**src/rtl/reg_arb_pkg.sv**
```systemverilog
// Shared types for the register-port arbiter: FSM state encoding and grant id width.
package reg_arb_pkg;
  typedef enum logic [1:0] {IDLE, ISSUE, WAIT, RESP} arb_state_e;
  localparam int GRANT_W = 2;
endpackage

```
**src/rtl/reg_access_arbiter_if.sv**
```systemverilog
// Requester-side command/response bundle; master = requesters, slave = arbiter.
interface reg_access_arbiter_if #(
  parameter int NUM_REQ = 2,
  parameter int ADDR_W  = 8,
  parameter int DATA_W  = 32
) ();
  logic [NUM_REQ-1:0]        req_valid;
  logic [NUM_REQ-1:0]        req_ready;
  logic [NUM_REQ-1:0]        req_write;
  logic [NUM_REQ-1:0]        req_lock;
  logic [NUM_REQ*ADDR_W-1:0] req_addr;
  logic [NUM_REQ*DATA_W-1:0] req_wdata;
  logic [NUM_REQ-1:0]        rsp_valid;
  logic [DATA_W-1:0]         rsp_rdata;

  modport master (
    output req_valid, req_write, req_lock, req_addr, req_wdata,
    input  req_ready, rsp_valid, rsp_rdata
  );
  modport slave (
    input  req_valid, req_write, req_lock, req_addr, req_wdata,
    output req_ready, rsp_valid, rsp_rdata
  );
endinterface

```
**src/rtl/rr_picker.sv**
```systemverilog
// Combinational round-robin picker: first set request at or above ptr, with wrap.
module rr_picker #(
  parameter int NUM_REQ = 2,
  parameter int IW      = (NUM_REQ > 1) ? $clog2(NUM_REQ) : 1
) (
  input  logic [NUM_REQ-1:0] req,
  input  logic [IW-1:0]      ptr,
  output logic [NUM_REQ-1:0] gnt,
  output logic [IW-1:0]      idx,
  output logic               any
);
  always_comb begin
    logic [IW-1:0] i;
    gnt = '0;
    idx = '0;
    any = 1'b0;
    i   = '0;
    for (int k = 0; k < NUM_REQ; k++) begin
      i = IW'((int'(ptr) + k) % NUM_REQ);
      if (!any && req[i]) begin
        any    = 1'b1;
        gnt[i] = 1'b1;
        idx    = i;
      end
    end
  end
endmodule

```
**src/rtl/reg_access_arbiter.sv**
```systemverilog
// Shares the register file port between NUM_REQ requesters: round-robin grant,
// one transaction in flight, optional lock to keep multi-word sequences atomic.
module reg_access_arbiter
  import reg_arb_pkg::*;
#(
  parameter int NUM_REQ  = 2,
  parameter int ADDR_W   = 8,
  parameter int DATA_W   = 32,
  parameter int READ_LAT = 1
) (
  input  logic                 clk,
  input  logic                 rst_n,
  reg_access_arbiter_if.slave  req_if,
  output logic [ADDR_W-1:0]    reg_addr,
  output logic [DATA_W-1:0]    reg_wdata,
  output logic                 reg_write,
  output logic                 reg_read,
  input  logic [DATA_W-1:0]    reg_rdata,
  output logic [GRANT_W-1:0]   grant_id,
  output logic                 busy
);
  localparam int IW = (NUM_REQ > 1) ? $clog2(NUM_REQ) : 1;
  localparam logic [1:0] LAT_M1 = 2'(READ_LAT - 1);

  arb_state_e             state_q, state_d;
  logic [IW-1:0]          rr_ptr_q, rr_ptr_d;
  logic                   lock_q, lock_d;
  logic                   lock_req_q, lock_req_d;
  logic                   wr_q, wr_d;
  logic [1:0]             cnt_q, cnt_d;
  logic [GRANT_W-1:0]     grant_id_q, grant_id_d;
  logic [ADDR_W-1:0]      reg_addr_q, reg_addr_d;
  logic [DATA_W-1:0]      reg_wdata_q, reg_wdata_d;
  logic                   reg_write_q, reg_write_d;
  logic                   reg_read_q, reg_read_d;
  logic [NUM_REQ-1:0]     rsp_valid_q, rsp_valid_d;
  logic [DATA_W-1:0]      rsp_rdata_q, rsp_rdata_d;

  logic [NUM_REQ-1:0][ADDR_W-1:0] addr_arr;
  logic [NUM_REQ-1:0][DATA_W-1:0] wdata_arr;
  logic [NUM_REQ-1:0]             own_mask, cand;
  logic [NUM_REQ-1:0]             pick_gnt;
  logic [IW-1:0]                  pick_idx;
  logic                           pick_any;

  assign addr_arr  = req_if.req_addr;
  assign wdata_arr = req_if.req_wdata;
  assign own_mask  = NUM_REQ'(1) << grant_id_q;
  // While locked only the previous owner is eligible.
  assign cand      = lock_q ? (req_if.req_valid & own_mask) : req_if.req_valid;

  rr_picker #(.NUM_REQ(NUM_REQ), .IW(IW)) u_pick (
    .req (cand),
    .ptr (rr_ptr_q),
    .gnt (pick_gnt),
    .idx (pick_idx),
    .any (pick_any)
  );

  assign req_if.req_ready = (rst_n && state_q == IDLE) ? pick_gnt : '0;

  always_comb begin
    state_d     = state_q;
    rr_ptr_d    = rr_ptr_q;
    lock_d      = lock_q;
    lock_req_d  = lock_req_q;
    wr_d        = wr_q;
    cnt_d       = cnt_q;
    grant_id_d  = grant_id_q;
    reg_addr_d  = reg_addr_q;
    reg_wdata_d = reg_wdata_q;
    reg_write_d = 1'b0;
    reg_read_d  = 1'b0;
    rsp_valid_d = '0;
    rsp_rdata_d = rsp_rdata_q;
    case (state_q)
      IDLE: if (pick_any) begin
        wr_d        = req_if.req_write[pick_idx];
        lock_req_d  = req_if.req_lock[pick_idx];
        reg_addr_d  = addr_arr[pick_idx];
        reg_wdata_d = wdata_arr[pick_idx];
        reg_write_d = req_if.req_write[pick_idx];
        reg_read_d  = !req_if.req_write[pick_idx];
        grant_id_d  = GRANT_W'(pick_idx);
        rr_ptr_d    = (pick_idx == IW'(NUM_REQ - 1)) ? '0 : pick_idx + 1'b1;
        state_d     = ISSUE;
      end
      ISSUE: begin
        if (wr_q) begin
          rsp_valid_d = own_mask;
          rsp_rdata_d = '0;
          state_d     = RESP;
        end else begin
          cnt_d   = LAT_M1;
          state_d = WAIT;
        end
      end
      WAIT: begin
        if (cnt_q == 2'd0) begin
          rsp_valid_d = own_mask;
          rsp_rdata_d = reg_rdata;
          state_d     = RESP;
        end else begin
          cnt_d = cnt_q - 2'd1;
        end
      end
      RESP: begin
        lock_d  = lock_req_q;
        state_d = IDLE;
      end
      default: state_d = IDLE;
    endcase
  end

  always_ff @(posedge clk or negedge rst_n) begin
    if (!rst_n) begin
      state_q     <= IDLE;
      rr_ptr_q    <= '0;
      lock_q      <= 1'b0;
      lock_req_q  <= 1'b0;
      wr_q        <= 1'b0;
      cnt_q       <= '0;
      grant_id_q  <= '0;
      reg_addr_q  <= '0;
      reg_wdata_q <= '0;
      reg_write_q <= 1'b0;
      reg_read_q  <= 1'b0;
      rsp_valid_q <= '0;
      rsp_rdata_q <= '0;
    end else begin
      state_q     <= state_d;
      rr_ptr_q    <= rr_ptr_d;
      lock_q      <= lock_d;
      lock_req_q  <= lock_req_d;
      wr_q        <= wr_d;
      cnt_q       <= cnt_d;
      grant_id_q  <= grant_id_d;
      reg_addr_q  <= reg_addr_d;
      reg_wdata_q <= reg_wdata_d;
      reg_write_q <= reg_write_d;
      reg_read_q  <= reg_read_d;
      rsp_valid_q <= rsp_valid_d;
      rsp_rdata_q <= rsp_rdata_d;
    end
  end

  assign reg_addr         = reg_addr_q;
  assign reg_wdata        = reg_wdata_q;
  assign reg_write        = reg_write_q;
  assign reg_read         = reg_read_q;
  assign grant_id         = grant_id_q;
  assign busy             = (state_q != IDLE);
  assign req_if.rsp_valid = rsp_valid_q;
  assign req_if.rsp_rdata = rsp_rdata_q;
endmodule

```
**src/flat_wrapper.sv**
```systemverilog
// flat-port wrapper written by rule: the top's interface ports become plain ports
module reg_access_arbiter_flat import reg_arb_pkg::*;
#(
  parameter int NUM_REQ  = 2,
  parameter int ADDR_W   = 8,
  parameter int DATA_W   = 32,
  parameter int READ_LAT = 1
)
  (clk, rst_n, reg_addr, reg_wdata, reg_write, reg_read, reg_rdata, grant_id, busy, req_if_req_valid, req_if_req_write, req_if_req_lock, req_if_req_addr, req_if_req_wdata, req_if_req_ready, req_if_rsp_valid, req_if_rsp_rdata);
  reg_access_arbiter_if #(.NUM_REQ(NUM_REQ), .ADDR_W(ADDR_W), .DATA_W(DATA_W)) req_if_i ();
  input  logic clk;
  input  logic rst_n;
  output logic [ADDR_W-1:0] reg_addr;
  output logic [DATA_W-1:0] reg_wdata;
  output logic reg_write;
  output logic reg_read;
  input  logic [DATA_W-1:0] reg_rdata;
  output logic [GRANT_W-1:0] grant_id;
  output logic busy;
  input wire logic [$bits(req_if_i.req_valid)-1:0] req_if_req_valid;
  input wire logic [$bits(req_if_i.req_write)-1:0] req_if_req_write;
  input wire logic [$bits(req_if_i.req_lock)-1:0] req_if_req_lock;
  input wire logic [$bits(req_if_i.req_addr)-1:0] req_if_req_addr;
  input wire logic [$bits(req_if_i.req_wdata)-1:0] req_if_req_wdata;
  output wire logic [$bits(req_if_i.req_ready)-1:0] req_if_req_ready;
  output wire logic [$bits(req_if_i.rsp_valid)-1:0] req_if_rsp_valid;
  output wire logic [$bits(req_if_i.rsp_rdata)-1:0] req_if_rsp_rdata;
  assign req_if_i.req_valid = req_if_req_valid;
  assign req_if_i.req_write = req_if_req_write;
  assign req_if_i.req_lock = req_if_req_lock;
  assign req_if_i.req_addr = req_if_req_addr;
  assign req_if_i.req_wdata = req_if_req_wdata;
  assign req_if_req_ready = req_if_i.req_ready;
  assign req_if_rsp_valid = req_if_i.rsp_valid;
  assign req_if_rsp_rdata = req_if_i.rsp_rdata;
  reg_access_arbiter #(.NUM_REQ(NUM_REQ), .ADDR_W(ADDR_W), .DATA_W(DATA_W), .READ_LAT(READ_LAT)) u_core (.clk(clk), .rst_n(rst_n), .req_if(req_if_i), .reg_addr(reg_addr), .reg_wdata(reg_wdata), .reg_write(reg_write), .reg_read(reg_read), .reg_rdata(reg_rdata), .grant_id(grant_id), .busy(busy));
endmodule
```
**config.mk**
```make
export PLATFORM = sky130hd
export DESIGN_NAME = reg_access_arbiter_flat
export DESIGN_NICKNAME = d
export VERILOG_FILES = /design/src/rtl/reg_arb_pkg.sv /design/src/rtl/reg_access_arbiter_if.sv /design/src/rtl/rr_picker.sv /design/src/rtl/reg_access_arbiter.sv /design/src/flat_wrapper.sv
export SDC_FILE = /design/constraint.sdc
export NUM_CORES = 1
export LEC_CHECK = 0
export CAP_MARGIN = 5
export CORE_ASPECT_RATIO = 0.9
export CORE_MARGIN = 4
export CORE_UTILIZATION = 41
export DETAILED_ROUTE_END_ITERATION = 12
export PLACE_DENSITY = 0.81
export SYNTH_ARGS = -nofsm -noshare
export SYNTH_HDL_FRONTEND = slang
export SYNTH_HIERARCHICAL = 1
export SYNTH_SLANG_ARGS = --single-unit
```
**constraint.sdc**
```tcl
create_clock -name clk -period 2 [get_ports clk]
set_clock_uncertainty 0.1 [all_clocks]
set_input_delay 0.4 -clock clk [delete_from_list [all_inputs] [get_ports clk]]
set_output_delay 0.4 -clock clk [all_outputs]
set_load 0.02 [all_outputs]
```
==> impl_results.md, run 1 <==
- Post-Layout Inst Area: 6610 um^2
- Vias per cell: 5.02
- Share of power burned in the clock network: 13.5%
- Mean Syn Cell Area: 10.3 um^2
- Core ar.: 9660 um^2
- Starting Density: 42.0%
- Largest fanout on the critical path: 3
- Antenna violations before repair: 0
- Cell Rows: 34
- Vias in the first global route: 3772
- Slew headroom: 52.8%
- PD cells: 1350 nW/um^2
- Cells along the critical path: inv_2 -> a21boi_2 -> buf_4 -> a21boi_2 -> and3_4 -> buf_6
- Combinational share of power: 56.1%
- Drt drc: 0
- Via count: 3693
- Hold Violations, Final: 0
- Busiest layer in global routing: met2
- Ant. Diodes: 0
- Max_cap viols: 0
- Post-route minimum period: 1.98 ns
- Sequential Power Share: 30.3%
- Final setup TNS: 0 ns
- Die area: 11600 um^2
- Clock Latency Late Sink: 0.34 ns
- Final ANT Viol Nets: 0
- Final HPWL DP: 8650 um
- Largest net degree at the start of global routing: 65
- Cells after DPL: 711
- RSZ-0062 raised after global routing: yes
- Maximum VDD drop: 0.691 mV
- P_int: 5.38 mW
- Status: completed
- Non-Filler Instances: 735
- Num ports: 201
- Setup crit end kind: output pin
- Worst EP arrival: 1.48 ns
- Die X: 113 um
- Number of CTS-inserted buffers: 9
- Most used cell along the critical path: a21boi_2
- CTS tree: yes
- Synthesized instance count: 394
- Switching share of power: 39.9%
- Final setup violation count: 0
- Cell Area, Synth: 4060 um^2
- Required @ worst endpoint: 1.50 ns
- GPL Wtd Cong: 0.808
- CTS root buf: clkbuf_8
- First-pass GRT wire length: 18400 um
- Global Route Usage Sum: 20.0%
- Register bit count reported by yosys: 85
- WS Path Type: register to output pin
- Gr ovfl total: 0
- Final wirelength: 12000 um
- Layout cells sized above 1: 10.5%
- CP max stage cell: dfrtp_1
- Sw Pwr: 3.57 mW
- Dpl cell area: 6270 um^2
- CP Launch Type: register
- Post-synthesis sequential area ratio: 52.4%
- Leak pwr: 2.84 nW
- Syn Nets: 522
- Netlist cell types: 30
- Max Clk Rate: 504 MHz
- Tcrit/Tclk final: 99.2%
- Syn-to-layout area delta: 62.9%
- WL/cell: 16.4 um
- Worst slew pin tran: 0.708 ns
- Slew Limit Fails: 0
- Max clock buf depth: 2
- Htree depth: 3
- GRT met2 Usage: 33.6%
- Initial DRC Count: 216
- Die H: 102 um
- Yosys warns: 6
- Fill count: 769
- Drt pass-1 iters: 5
- Met1 usage: 23.1%
- Port-buffer cells: 199
- Crit path largest cell delay: 0.42 ns
- Clk slew on worst S/H paths: 0.09 ns
- Met3 usage: 7.99%
- Final nets: 732
- Clock Sinks: 85
- Hold WC Path Type: primary input to async pin
## stage by stage
step	setup WS, ns	utilization, %	power (mW)	hold slack [ns]
floorplan	0.0815	-	5.40	0.00441
global placement	-0.604	64.9	7.38	0.361
detailed placement	-0.615	64.9	7.55	0.370
CTS	-0.0725	67.1	8.81	0.000147
global route	-0.0641	68.5	9.56	0.0246
finish	0.0157	68.5	8.94	0.0160
## power by group through the flow
stage	sequential (mW)	combinational, mW	clock, mW
after global placement	2.70	4.67	0
after global routing	2.79	5.44	1.33
after CTS	2.71	4.84	1.26
after detailed placement	2.74	4.81	0
final	2.71	5.02	1.21
after floorplan	3.42	1.98	0
## cell families (layout without fill, tap and decap cells)
| group | count (synthesis) | in the layout | share of synthesized area, % |
|---|---|---|---|
| AO/OA/AOI/OAI | 121 | 121 | 17.8 |
| adder cells (fa/ha/maj) | 8 | 8 | 2.47 |
| buffers and inverters | 39 | 254 | 5.98 |
| other | 1 | 1 | 0.0924 |
| multiplexers | 45 | 45 | 11.6 |
| flip-flops | 85 | 85 | 52.4 |
| AND/OR/NAND/NOR | 95 | 95 | 9.65 |
## worst paths after layout
kind / start / to / slack, ns / depth (start not counted)
min in group clk: u_core/reg_wdata[11] / u_core/reg_wdata[11] / 0.38 / 2
worst min register to register: u_core/reg_wdata[11] / u_core/reg_wdata[11] / 0.38 / 2
worst max-delay path: u_core/grant_id[0] / req_if_req_ready[0] / 0.02 / 6
worst max register to register: u_core/grant_id[0] / u_core/reg_wdata[27] / 0.07 / 10
worst min-delay path: rst_n / u_core/req_if.rsp_rdata[9] / 0.02 / 2
max in group asynchronous: rst_n / u_core/reg_wdata[4] / 0.74 / 3
## sequential cells by signal, summed over array words and instances, names as in the netlist
name / flops
u_core/grant_id: 1
u_core/rr_ptr_q: 1
u_core/reg_addr: 8
u_core/req_if.rsp_rdata: 32
u_core/reg_wdata: 32
u_core/lock_req_q: 1
u_core/req_if.rsp_valid: 2
u_core/cnt_q: 2
u_core/reg_read: 1
u_core/reg_write: 1
u_core/wr_q: 1
u_core/state_q: 2
u_core/lock_q: 1
## synthesized netlist by cell type (all sizes together)
cell | number | area share (%)
o21ai | 76 | 9.4
nand2 | 79 | 7.3
ha | 8 | 2.5
o21bai | 1 | 0.19
conb | 1 | 0.092
inv | 7 | 0.65
dfrtp | 85 | 52
buf | 18 | 3.5
o41ai | 1 | 0.22
clkbuf | 12 | 1.2
dlymetal6s2s | 2 | 0.62
a22o | 3 | 0.68
and3 | 3 | 0.46
a22oi | 1 | 0.19
mux2 | 2 | 0.65
nor2b | 2 | 0.49
a21boi | 5 | 0.92
o31ai | 34 | 6.3
or2 | 3 | 0.46
nor2 | 5 | 0.46
mux2i | 43 | 11
and2 | 3 | 0.46
## placed cells by master (no fill, tap or decap), types with 3 or more instances in the layout
cell,Yosys,layout
inv_1,7,6
nand2_1,79,78
clkbuf_8,0,10
and2_1,3,3
buf_12,0,7
clkdlybuf4s50_1,0,192
clkbuf_16,0,3
buf_4,4,23
mux2i_1,42,41
o21ai_0,76,75
ha_1,8,7
dfrtp_1,85,85
clkbuf_1,10,3
a21boi_2,0,4
nor2_1,5,5
o31ai_1,34,34
## layer usage
metal  share of wire, %  vias to the layer above
met5                  0                        -
met4                1.9                        0
met3                 10                       20
met2                 49                      158
met1                 39                     1731
li1                   -                     1784
## worst max-delay path, delay by kind of cell, from the launching register on
family	cells	cell delay [ns]
simple gates	1	0.20
compound gates	2	0.18
flops	1	0.42
buf+inv	3	0.35
## cell type report
| class | count | area [um^2] | area share (%) |
|---|---|---|---|
| Clock buffer | 13 | 149 | 2.25 |
| Clock inverter | 3 | 45.0 | 0.681 |
| Inverter | 7 | 26.3 | 0.397 |
| Timing Repair Buffer | 231 | 2370 | 35.9 |
| Tap cell | 126 | 158 | 2.38 |
| Sequential cell | 85 | 2130 | 32.2 |
| Multi-Input combinational cell | 270 | 1730 | 26.2 |
## repair_timing
item / CTS / global route
endpoints found under the setup margin: 5 / 35
resized for setup: 19 / 11
setup buffers: 1 / 4
hold buffers: 0 / 0
pin swaps: 2 / 3
cloned: 0 / 3
Power figures use the tool's default switching activity.
==> run 2: changes to the inputs <==
TNS_END_PERCENT = 5   (was unset)
==> run 2 against run 1 <==
Maximum frequency is 0.72% higher. Design area is 1.9% lower. Combinational power is 4.6% lower. Sequential cell count stayed put. Clock power hardly changed. Critical path depth stayed put. Worst hold slack worse by 0.0080 ns. Worst setup slack better by 0.014 ns. Count of clock-buffer cells in the layout stayed put. Non-clock buffer count is 7 lower. Sequential power hardly changed. Critical path type unchanged. Critical endpoint unchanged.
==> impl_results.md, run 2 (synthesis gave the netlist of run 1 again) <==
- Core ar.: 9660 um^2
- Final ANT Viol Nets: 0
- Syn-to-layout area delta: 59.8%
- Hold WC Path Type: primary input to async pin
- Slew headroom: 53.4%
- Largest fanout on the critical path: 3
- Final nets: 725
- Port-buffer cells: 199
- Cells along the critical path: inv_2 -> a21boi_2 -> buf_4 -> a21boi_1 -> and3_1 -> buf_6
- Global Route Usage Sum: 20.0%
- WL/cell: 15.6 um
- Worst EP arrival: 1.47 ns
- Number of CTS-inserted buffers: 9
- Status: completed
- Share of power burned in the clock network: 13.8%
- Vias per cell: 4.97
- WS Path Type: register to output pin
- Max clock buf depth: 2
- Drt drc: 0
- First-pass GRT wire length: 18400 um
- Hold Violations, Final: 0
- Vias in the first global route: 3766
- P_int: 5.24 mW
- Fill count: 782
- Cell Rows: 34
- Drt pass-1 iters: 4
- Clock Latency Late Sink: 0.34 ns
- Maximum VDD drop: 0.678 mV
- Post-route minimum period: 1.97 ns
- Die X: 113 um
- Slew Limit Fails: 0
- RSZ-0062 raised after global routing: yes
- Setup crit end kind: output pin
- Commonest cells after routing, fill and taps aside: clkdlybuf4s50_1 (192), dfrtp_1 (85), nand2_1 (78), o21ai_0 (76), mux2i_1 (42)
- Required @ worst endpoint: 1.50 ns
- CTS root buf: clkbuf_8
- CP max stage cell: dfrtp_1
- Cell family contributing the most delay on the critical path: flip-flops
- Max_cap viols: 0
- Multi-input gate area: 1710 um^2
- Hold_buf cts: 0
- Clock Sinks: 85
- Levels on crit path: 6
- Num ports: 201
- Max Clk Rate: 508 MHz
- Sw Pwr: 3.46 mW
- Via count: 3615
- Worst slew pin tran: 0.699 ns
- Gr ovfl total: 0
- Initial DRC Count: 225
- Most common cell after layout, fill and taps aside: clkdlybuf4s50_1
- Length in cells of the worst reg-to-reg path: 7
- CP Launch Type: register
- Tcrit/Tclk final: 98.5%
- Final wirelength: 11400 um
- Htree depth: 3
- Die area: 11600 um^2
- Leak pwr: 2.78 nW
- Largest net degree at the start of global routing: 65
- Reg area: 2130 um^2
- Sequential Power Share: 31.1%
- Final HPWL DP: 8650 um
- Combinational share of power: 55.1%
- Clk slew on worst S/H paths: 0.09 ns
- Die H: 102 um
- Layout cells sized above 1: 8.80%
- Final setup violation count: 0
- Final setup TNS: 0 ns
- GPL Wtd Cong: 0.808
- Antenna violations before repair: 0
- CTS tree: yes
- PD cells: 1340 nW/um^2
- Ant. Diodes: 0
- Starting Density: 42.0%
- Switching share of power: 39.8%
- Crit path largest cell delay: 0.40 ns
- Hold slack: 0.00794 ns
- CP bufs+invs: 3
[run 2: changes by cell type in the layout (fill, tap and decap cells not counted), sizes merged]
| cell | delta |
|---|---|
| buf | -4 |
| clkbuf | -3 |
[run 2: repair_timing]
action	CTS	global route
resized for setup	19	5
buffers inserted	0	1
pin swaps	2	4
setup endpoints to repair	5	4
cloned	0	0
[run 2: through the flow]
step	std cells	area [um^2]	total power, mW	util, %	setup WS, ns
6_report	728	6490	8.70	67.2	0.0299
4_1_cts	727	6470	8.80	67.0	-0.0725
3_5_place_dp	711	6270	7.55	64.9	-0.615
2_1_floorplan	394	4060	5.40	-	0.0815
5_1_grt	728	6490	9.35	67.2	-0.0738
3_3_place_gp	711	6270	7.38	64.9	-0.604
[run 2: power by group through the flow]
stage,clock [mW],sequential (mW),combinational (mW)
after floorplan,0,3.42,1.98
after global placement,0,2.70,4.67
after detailed placement,0,2.74,4.81
after CTS,1.26,2.71,4.83
after global routing,1.33,2.79,5.22
final,1.20,2.71,4.79
[run 2: worst register-to-register path, cell delays in order, from the launching register on]
cell and delay (ns):
dfrtp_1 0.38, inv_1 0.08, buf_4 0.12, ha_1 0.27, mux2i_4 0.29, buf_12 0.26, o21ai_0 0.13, o31ai_1 0.09
[run 2: per-layer routing]
metal	vias to the layer above	track usage [%]	wire length, um
met1	1675	23.1	4400
met3	12	7.99	1220
li1	1774	-	-
met4	0	8.23	155
met5	-	0	0
met2	154	33.5	5580
[run 2: area by class of cell]
class                      count  area share (%)
tap                          126            2.43
sequential                    85            32.8
multi-input combinational    270            26.4
inverter                       7           0.405
clock buffer                  13            2.30
clock inverter                 3           0.694
timing repair buffer         224            35.0
[run 2: path summary, 6_finish.rpt]
path                            slack (ns)           startpoint                           to
worst max-delay path                  0.03   u_core/grant_id[0]          req_if_req_ready[0]
worst max register to register        0.16    u_core/state_q[1]   u_core/req_if.rsp_rdata[2]
max in group asynchronous             0.75                rst_n          u_core/reg_wdata[4]
worst min register to register        0.38  u_core/reg_wdata[7]          u_core/reg_wdata[7]
min in group clk                      0.38  u_core/reg_wdata[7]          u_core/reg_wdata[7]
worst min-delay path                 0.008                rst_n  u_core/req_if.rsp_rdata[16]
